File: src/rtl/vga_timing_gen.sv
// ---------------------------------------------------------------------------------------------
// vga_timing_gen
//
// Raster timing source for the display pipeline. A clock divider produces a one-cycle pixel
// enable; on every pixel enable the column/line counters advance across the full raster
// (active area plus porches and sync). Sync, blank and the line/frame strobes are all
// registered from the next-state counter values, so every output changes on the same clock
// edge as the counters it describes.
//
// Ports
//   clk         in   1   system clock, single domain
//   rst         in   1   synchronous reset, active-high
//   pix_en      out  1   one-clk pulse per pixel period; counters advance on the following edge
//   hcounter    out  11  pixel column, 0..H_TOTAL-1
//   vcounter    out  11  line number, 0..V_TOTAL-1
//   hsync       out  1   horizontal sync, equals SYNC_POL while asserted
//   vsync       out  1   vertical sync, equals SYNC_POL while asserted
//   blank       out  1   high outside the visible area
//   line_tick   out  1   one-clk pulse in the cycle hcounter becomes 0
//   frame_tick  out  1   one-clk pulse in the cycle (hcounter, vcounter) becomes (0, V_ACTIVE)
//
// Constraints on parameters: CLK_DIV >= 1, H_TOTAL <= 2047, V_TOTAL <= 2047.
// ---------------------------------------------------------------------------------------------
module vga_timing_gen #(
    parameter int unsigned CLK_DIV  = 2,
    parameter int unsigned H_ACTIVE = 640,
    parameter int unsigned H_FP     = 16,
    parameter int unsigned H_SYNC   = 96,
    parameter int unsigned H_BP     = 48,
    parameter int unsigned V_ACTIVE = 480,
    parameter int unsigned V_FP     = 10,
    parameter int unsigned V_SYNC   = 2,
    parameter int unsigned V_BP     = 33,
    parameter bit          SYNC_POL = 1'b0
) (
    input  logic        clk,
    input  logic        rst,
    output logic        pix_en,
    output logic [10:0] hcounter,
    output logic [10:0] vcounter,
    output logic        hsync,
    output logic        vsync,
    output logic        blank,
    output logic        line_tick,
    output logic        frame_tick
);

    localparam int unsigned H_TOTAL = H_ACTIVE + H_FP + H_SYNC + H_BP;
    localparam int unsigned V_TOTAL = V_ACTIVE + V_FP + V_SYNC + V_BP;

    // A one-bit divider is kept even for CLK_DIV == 1; it simply stays at zero.
    localparam int unsigned DivW = (CLK_DIV > 1) ? $clog2(CLK_DIV) : 1;
    localparam logic [DivW-1:0] DivMax = DivW'(CLK_DIV - 1);

    localparam logic [10:0] HMax       = 11'(H_TOTAL - 1);
    localparam logic [10:0] VMax       = 11'(V_TOTAL - 1);
    localparam logic [10:0] HActive    = 11'(H_ACTIVE);
    localparam logic [10:0] VActive    = 11'(V_ACTIVE);
    localparam logic [10:0] HSyncStart = 11'(H_ACTIVE + H_FP);
    localparam logic [10:0] HSyncEnd   = 11'(H_ACTIVE + H_FP + H_SYNC);
    localparam logic [10:0] VSyncStart = 11'(V_ACTIVE + V_FP);
    localparam logic [10:0] VSyncEnd   = 11'(V_ACTIVE + V_FP + V_SYNC);

    logic [DivW-1:0] div_q, div_d;
    logic            pix_en_q, pix_en_d;
    logic [10:0]     hcount_q, hcount_d;
    logic [10:0]     vcount_q, vcount_d;
    logic            hsync_q, hsync_d;
    logic            vsync_q, vsync_d;
    logic            blank_q, blank_d;
    logic            line_tick_q, line_tick_d;
    logic            frame_tick_q, frame_tick_d;
    logic            h_wrap;

    // -----------------------------------------------------------------------------------------
    // Next-state logic
    // -----------------------------------------------------------------------------------------
    always_comb begin
        // Divider: pix_en is registered so that it is high exactly while div == CLK_DIV-1.
        div_d    = (div_q == DivMax) ? '0 : div_q + 1'b1;
        pix_en_d = (div_d == DivMax);

        h_wrap   = (hcount_q == HMax);
        hcount_d = hcount_q;
        vcount_d = vcount_q;
        if (pix_en_q) begin
            if (h_wrap) begin
                hcount_d = '0;
                vcount_d = (vcount_q == VMax) ? '0 : vcount_q + 11'd1;
            end else begin
                hcount_d = hcount_q + 11'd1;
            end
        end

        // Decode from the next-state counters so the registered outputs line up with them.
        hsync_d = ((hcount_d >= HSyncStart) && (hcount_d < HSyncEnd)) ? SYNC_POL : ~SYNC_POL;
        vsync_d = ((vcount_d >= VSyncStart) && (vcount_d < VSyncEnd)) ? SYNC_POL : ~SYNC_POL;
        blank_d = (hcount_d >= HActive) || (vcount_d >= VActive);

        // Strobes only fire on a real wrap, never on the counters being forced to 0 by reset.
        line_tick_d  = pix_en_q && h_wrap;
        frame_tick_d = line_tick_d && (vcount_d == VActive);
    end

    // -----------------------------------------------------------------------------------------
    // State
    // -----------------------------------------------------------------------------------------
    always_ff @(posedge clk) begin
        if (rst) begin
            div_q        <= '0;
            pix_en_q     <= 1'b0;
            hcount_q     <= '0;
            vcount_q     <= '0;
            hsync_q      <= ~SYNC_POL;
            vsync_q      <= ~SYNC_POL;
            blank_q      <= 1'b0;
            line_tick_q  <= 1'b0;
            frame_tick_q <= 1'b0;
        end else begin
            div_q        <= div_d;
            pix_en_q     <= pix_en_d;
            hcount_q     <= hcount_d;
            vcount_q     <= vcount_d;
            hsync_q      <= hsync_d;
            vsync_q      <= vsync_d;
            blank_q      <= blank_d;
            line_tick_q  <= line_tick_d;
            frame_tick_q <= frame_tick_d;
        end
    end

    assign pix_en     = pix_en_q;
    assign hcounter   = hcount_q;
    assign vcounter   = vcount_q;
    assign hsync      = hsync_q;
    assign vsync      = vsync_q;
    assign blank      = blank_q;
    assign line_tick  = line_tick_q;
    assign frame_tick = frame_tick_q;

endmodule

File: config.mk
export PLATFORM = sky130hd
export DESIGN_NAME = vga_timing_gen
export DESIGN_NICKNAME = d
export VERILOG_FILES = /design/src/rtl/vga_timing_gen.sv
export SDC_FILE = /design/constraint.sdc
export NUM_CORES = 1
export LEC_CHECK = 0
export BUFFER_PORTS_ARGS = -buffer_cell sky130_fd_sc_hd__buf_4
export CAP_MARGIN = 10
export CORE_AREA = 5 5 66 68
export CTS_CLUSTER_DIAMETER = 60
export DETAILED_ROUTE_END_ITERATION = 10
export DIE_AREA = 0 0 71 73
export PLACE_DENSITY = 0.76
export SKIP_LAST_GASP = 1
export SLEW_MARGIN = 20
export SYNTH_ARGS = -nofsm -noshare
export SYNTH_HDL_FRONTEND = slang
export SYNTH_SLANG_ARGS = --single-unit
export TNS_END_PERCENT = 30
File: constraint.sdc
create_clock -name clk -period 3.9 [get_ports clk]
set_input_delay 0.78 -clock clk [delete_from_list [all_inputs] [get_ports clk]]
set_output_delay 0.78 -clock clk [all_outputs]
set_load 0.02 [all_outputs]
# Word-level counts from Yosys, hierarchy flattened
# Cells that the tools add are included.
dict set report classes {
  add_sub_neg 3
  eq_ne 3
  order_cmp 6
  n_mux 7
  reduce_logical 6
}
# op n
set ops {}
lappend ops {{two-way mux 11 bit} 5}
lappend ops {{adder 11 x 1 -> 11 bit (second input constant)} 2}
lappend ops {{== test 11 x 10 -> 1 bit (second input constant)} 2}
lappend ops {{greater-or-equal comparator 11 x 10 -> 1 bit (second input constant)} 2}
lappend ops {{greater-or-equal comparator 11 x 9 -> 1 bit (second input constant)} 2}
lappend ops {{== test 11 x 9 -> 1 bit (second input constant)} 1}
lappend ops {{< comparator 11 x 10 -> 1 bit (second input constant)} 1}
lappend ops {{< comparator 11 x 9 -> 1 bit (second input constant)} 1}
lappend ops {{logical AND 1 bit} 4}
lappend ops {{two-way mux 1 bit} 2}
lappend ops {{OR reduction 2 bit} 1}
lappend ops {{adder 1 bit (second input constant)} 1}
lappend ops {{logical OR 1 bit} 1}
dict set report totals {
  wordCells 33
  ff_bits 28
  output_inout_bits 28
  input_bits 2
}

# Longest topological paths before layout
dict set report logic_depth {
  word_depth 7
  mapped_depth 8
  depth_no_buf 7
}

# Worst setup path before layout
# Ideal clock, no wire load.
dict set report synth_timing {
  kind {register to register}
  startpoint {register hcount_q[6], in the netlist hcounter[6]}
  endpoint {register vsync_q, in the netlist vsync}
  n_path_buf 1
  setup_ns 0.134
  arrival_time_ns 2.276
  t_required_ns 3.766
  synth_period_minus_slack_ns 2.410
  path_stages_with_launch 8
  setup_slack_ns 1.490
  cell_sequence {dfxtp_1 buf_6 or4b_4 or4_1 o32ai_1 a211o_1 nand3_2 or4_1}
}
dict set report synth_via {
  elab_chain_len 6
  word_cells_on_any_way 7
  cone_classes {order compare: 2; eq/ne: 1; mux: 3; reduce/logical: 1}
}
# element line
set synth_lines {}
lappend synth_lines {{start: declaration} 66} ;# logic [10:0] hcount_q, hcount_d;
lappend synth_lines {{start signal: assignment} 122} ;# hcount_q <= hcount_d;
lappend synth_lines {{== test 11 x 10 -> 1 bit *} 83} ;# h_wrap = (hcount_q == HMax);
lappend synth_lines {{two-way mux 11 bit *} 87} ;# if (h_wrap) begin
lappend synth_lines {{two-way mux 11 bit *} 86} ;# if (pix_en_q) begin
lappend synth_lines {{greater-or-equal comparator 11 x 9 -> 1 bit or < comparator 11 x 9 -> 1 bit (tied branches)} 97} ;# vsync_d = ((vcount_d >= VSyncStart) && (vcount_d < VSyncEnd)) ? SYNC_POL : ~SYNC_POL;
lappend synth_lines {{logical AND 1 bit *} 97}
lappend synth_lines {{two-way mux 1 bit *} 97}
lappend synth_lines {{end signal: assignment} 115} ;# vsync_q <= ~SYNC_POL;
lappend synth_lines {{end signal: assignment} 125} ;# vsync_q <= vsync_d;
lappend synth_lines {{end: declaration} 69} ;# logic vsync_q, vsync_d;
# Every way passes the cells marked *; elsewhere a longest branch is shown, timed or not.
# A chain may end at the register's enable or synchronous reset.

# Worst setup path after layout
dict set report layout_timing {
  startpoint {register hcount_q[5], in the netlist hcounter[5]}
  endpoint {register vsync_q, in the netlist vsync}
}
# The elaborated chain is that of the path after synthesis.

==> flow_metrics.py <==
metrics = {
    "outcome": {
        "outcome": "completed",
    },
    "worst_setup_path": {
        "cpMaxStageDelayCell": "sky130_fd_sc_hd__or4b_4",
        "max_stage_delay_ps": 600,
        "critical_path.startpoint_type": "flop",
        "crit_chain": "or4b_4 -> nor4_4 -> nand3b_1 -> a21oi_1 -> a31oi_1 -> or4_1",
        "cp_max_fo": 12,
        "worst-endpoint-arrival_ps": 2830,
        "cpLargestDelayFamily": "simple AND/OR/NAND/NOR gates",
        "setup.worst_path.class": "reg2reg",
        "cp.required_ps": 4060,
        "crit_buf_inv": 0,
        "end_kind": "flop",
    },
    "cts": {
        "cts_tree": "built",
        "numCtsBuffers": 3,
        "postCtsSetupRepairBufs": 0,
        "cts-root-to-sink-buffers": 2,
        "number_of_hold_repair_buffers_added_at_the_cts_stage": 0,
        "clkSlewWorstSetupHoldPaths_ps": 100,
        "deepest_level_of_the_cts_h_tree": 1,
        "cts_num_sinks": 28,
        "clock_insertion_delay_worst_skew_ps": 270,
        "cts_repair_resize_count": 0,
        "cts_root_buf": "sky130_fd_sc_hd__clkbuf_8",
    },
    "timing": {
        "setup_viol": 0,
        "setup-tns-final_ps": 0,
        "setup_repair_after_global_routing_missed_its_margin": "no",
        "worst_hold_margin_ps": 522.5,
        "fin_crit_ps": 2675,
        "fin_crit_sh_pct": 68.59,
        "fmax_mhz": 373.8,
        "final_hold_viol_count": 0,
        "finalWorstSetupSlack_ps": 1225,
        "clock_skew_ps": 4.150,
        "slew_headroom_pct": 54.94,
        "worst_pin_slew_ps": 669.7,
        "final_max_slew_viol_count": 0,
    },
    "logic_synthesis": {
        "synth_area_leaders": "sky130_fd_sc_hd__dfxtp_1 35%, sky130_fd_sc_hd__nor2_1 4.5%, sky130_fd_sc_hd__a21oi_1 4.1%",
        "synthDominantCellAreaShare_pct": 35.22,
        "syn-num-nets": 198,
        "postSynthCellCount": 193,
        "synthesis.yosys.warnings": 0,
        "synth_simple_gate_area_share_pct": 36.40,
        "synth_edf_count": 0,
        "share_of_synthesized_area_spent_on_multiplexers_pct": 0.6289,
        "yosys.area_share.xor_xnor_pct": 6.604,
        "synth_top_family_by_area": "simple AND/OR/NAND/NOR gates",
        "netlist.top_cell.by_area": "sky130_fd_sc_hd__dfxtp_1",
        "synth_ff_type": "sky130_fd_sc_hd__dfxtp_1",
        "synth-compound-area-share_pct": 14.23,
        "synth.cell_area_um2": 1592,
        "yosys.area_share.adder_pct": 2.358,
        "mean_instance_size_in_the_synthesized_netlist_um2": 8.246,
        "ys_ff_latch": 28,
        "synth-async-reset-ratio_pct": 0,
        "synth.lib_cells_used.distinct": 47,
        "synth_seq_area_share_pct": 35.22,
    },
    "grt": {
        "grt_first_pass_wirelength_um": 6375,
        "grt_start_max_net_pins": 23,
        "first_global_vias": 1396,
        "grt_overflow_total": 0,
        "antenna_violations_before_repair": 0,
        "globalRouteTotalUtil_pct": 14.87,
    },
    "floorplan": {
        "die-area_um2": 5183,
        "design.portCount": 30,
        "core_region_area_um2": 3799,
        "die-width_um": 71,
        "standard_cell_row_count": 23,
        "die_height_um": 73,
        "floorplan.initialDensity_pct": 41.90,
    },
    "drt": {
        "drc": 0,
        "vias": 1458,
        "final_antenna_net_count": 0,
        "drt-pass1-iter-count": 4,
        "aggregate_routed_wire_length_um": 3591,
        "drt_iter0_markers": 79,
        "post_drt_via_cell_ratio": 5.502,
        "avgRoutedWirePerCell_um": 13.55,
    },
    "power": {
        "power.ir.vdd_worst_mv": 0.1198,
        "power.density_cell_area_nw_per_um2": 260.5,
        "cell_leakage_power_nw": 0.7342,
    },
    "placed_design": {
        "buffer_ports.inserted": 29,
        "place_inst": 261,
        "place.detailed.hpwl_um": 2679,
        "gpl.final_weighted_congestion": 0.8864,
        "pre_cts_slack_ps": 1245,
    },
    "layout": {
        "most_frequent_standard_cell_in_the_layout_excluding_fill_and_tap_cells": "sky130_fd_sc_hd__buf_4",
        "antenna_cells": 0,
        "area_growth_syn_to_layout_pct": 17.22,
        "postLayoutCoreUtil_pct": 49.11,
        "num-nets-final": 221,
        "final-instance-count-excl-fill": 265,
        "leading_cell_types_in_the_layout_fill_and_taps_excluded": "29 x sky130_fd_sc_hd__buf_4, 28 x sky130_fd_sc_hd__dfxtp_1, 19 x sky130_fd_sc_hd__nor2_1",
        "fill_cells": 384,
        "fraction_of_final_layout_cells_sized_beyond_drive_strength_1_pct": 19.07,
    },
    "job": {
        "timing.max_cap.violations": 0,
    },
    "min_path": {
        "worstHoldPathType": "reg2reg",
    },
}
kinds of logic (layout without fill, tap and decap cells):
family / count (synthesis) / in the layout
AOI/OAI and AO/OA: 35 / 35
muxes: 1 / 1
buffers and inverters: 14 / 36
xor gates and xnor gates: 12 / 12
DFF: 28 / 28
adders and majority gates: 3 / 3
and+or+nand+nor: 100 / 100
worst reg2reg max path: stages (launching register included):
cell,delay [ps]
sky130_fd_sc_hd__dfxtp_1,450
sky130_fd_sc_hd__or4b_4,610
sky130_fd_sc_hd__nor4_4,590
sky130_fd_sc_hd__nand3b_1,190
sky130_fd_sc_hd__a21oi_1,160
sky130_fd_sc_hd__a31oi_1,50
sky130_fd_sc_hd__or4_1,520
cells in the mapped netlist, types with 5 or more instances:
master,count
sky130_fd_sc_hd__dfxtp_1,28
sky130_fd_sc_hd__nor2_1,19
sky130_fd_sc_hd__nand2_1,17
sky130_fd_sc_hd__a21oi_1,13
sky130_fd_sc_hd__nand3_1,11
sky130_fd_sc_hd__nor3_1,11
sky130_fd_sc_hd__nand4_1,7
sky130_fd_sc_hd__xnor2_1,7
sky130_fd_sc_hd__clkbuf_1,6
sky130_fd_sc_hd__a21o_1,5
sky130_fd_sc_hd__nand2b_1,5
sky130_fd_sc_hd__xor2_1,5
final timing paths:
| path | cells past startpoint | slack, ps | start | endpoint |
|---|---|---|---|---|
| max reg2reg | 6 | 1220 | hcounter[5] | vsync |
| min | 2 | 520 | hcounter[1] | hcounter[1] |
| max | 6 | 1220 | hcounter[5] | vsync |
| min reg2reg | 2 | 520 | hcounter[1] | hcounter[1] |
through the flow:
stage	total power, mW	cell area, um2
2_1_floorplan	0.3073	1592
3_3_place_gp	0.3134	1810
3_5_place_dp	0.3139	1810
4_1_cts	0.4898	1866
5_1_grt	0.5053	1866
6_report	0.4860	1866
flip-flops by register name (all words and copies together) (netlist names):
signal,flops
pix_en,1
vsync,1
line_tick,1
frame_tick,1
blank,1
hcounter,11
vcounter,11
hsync,1
layout make-up:
cell class                 count  area (um2)  area share, %
timing repair buffer          29       217.7          11.67
multi-input combinational    151       958.4          51.37
clock buffer                   4       55.05          2.951
sequential                    28       560.5          30.05
inverter                       3       11.26         0.6036
tap                           50       62.56          3.353
report_power, final:
group          leakage, nW  internal (mW)  switching [mW]
clock network       0.0288         0.0903          0.0887
registers            0.226          0.288         0.00356
logic                0.479        0.00603         0.00958
routing by layer:
metal  share of wire, %  global-route usage [%]
met5                  0                       0
met4                2.5                   6.472
met3                5.5                   2.479
met2                 47                   24.10
met1                 45                   19.51
Power figures use the tool's default switching activity.
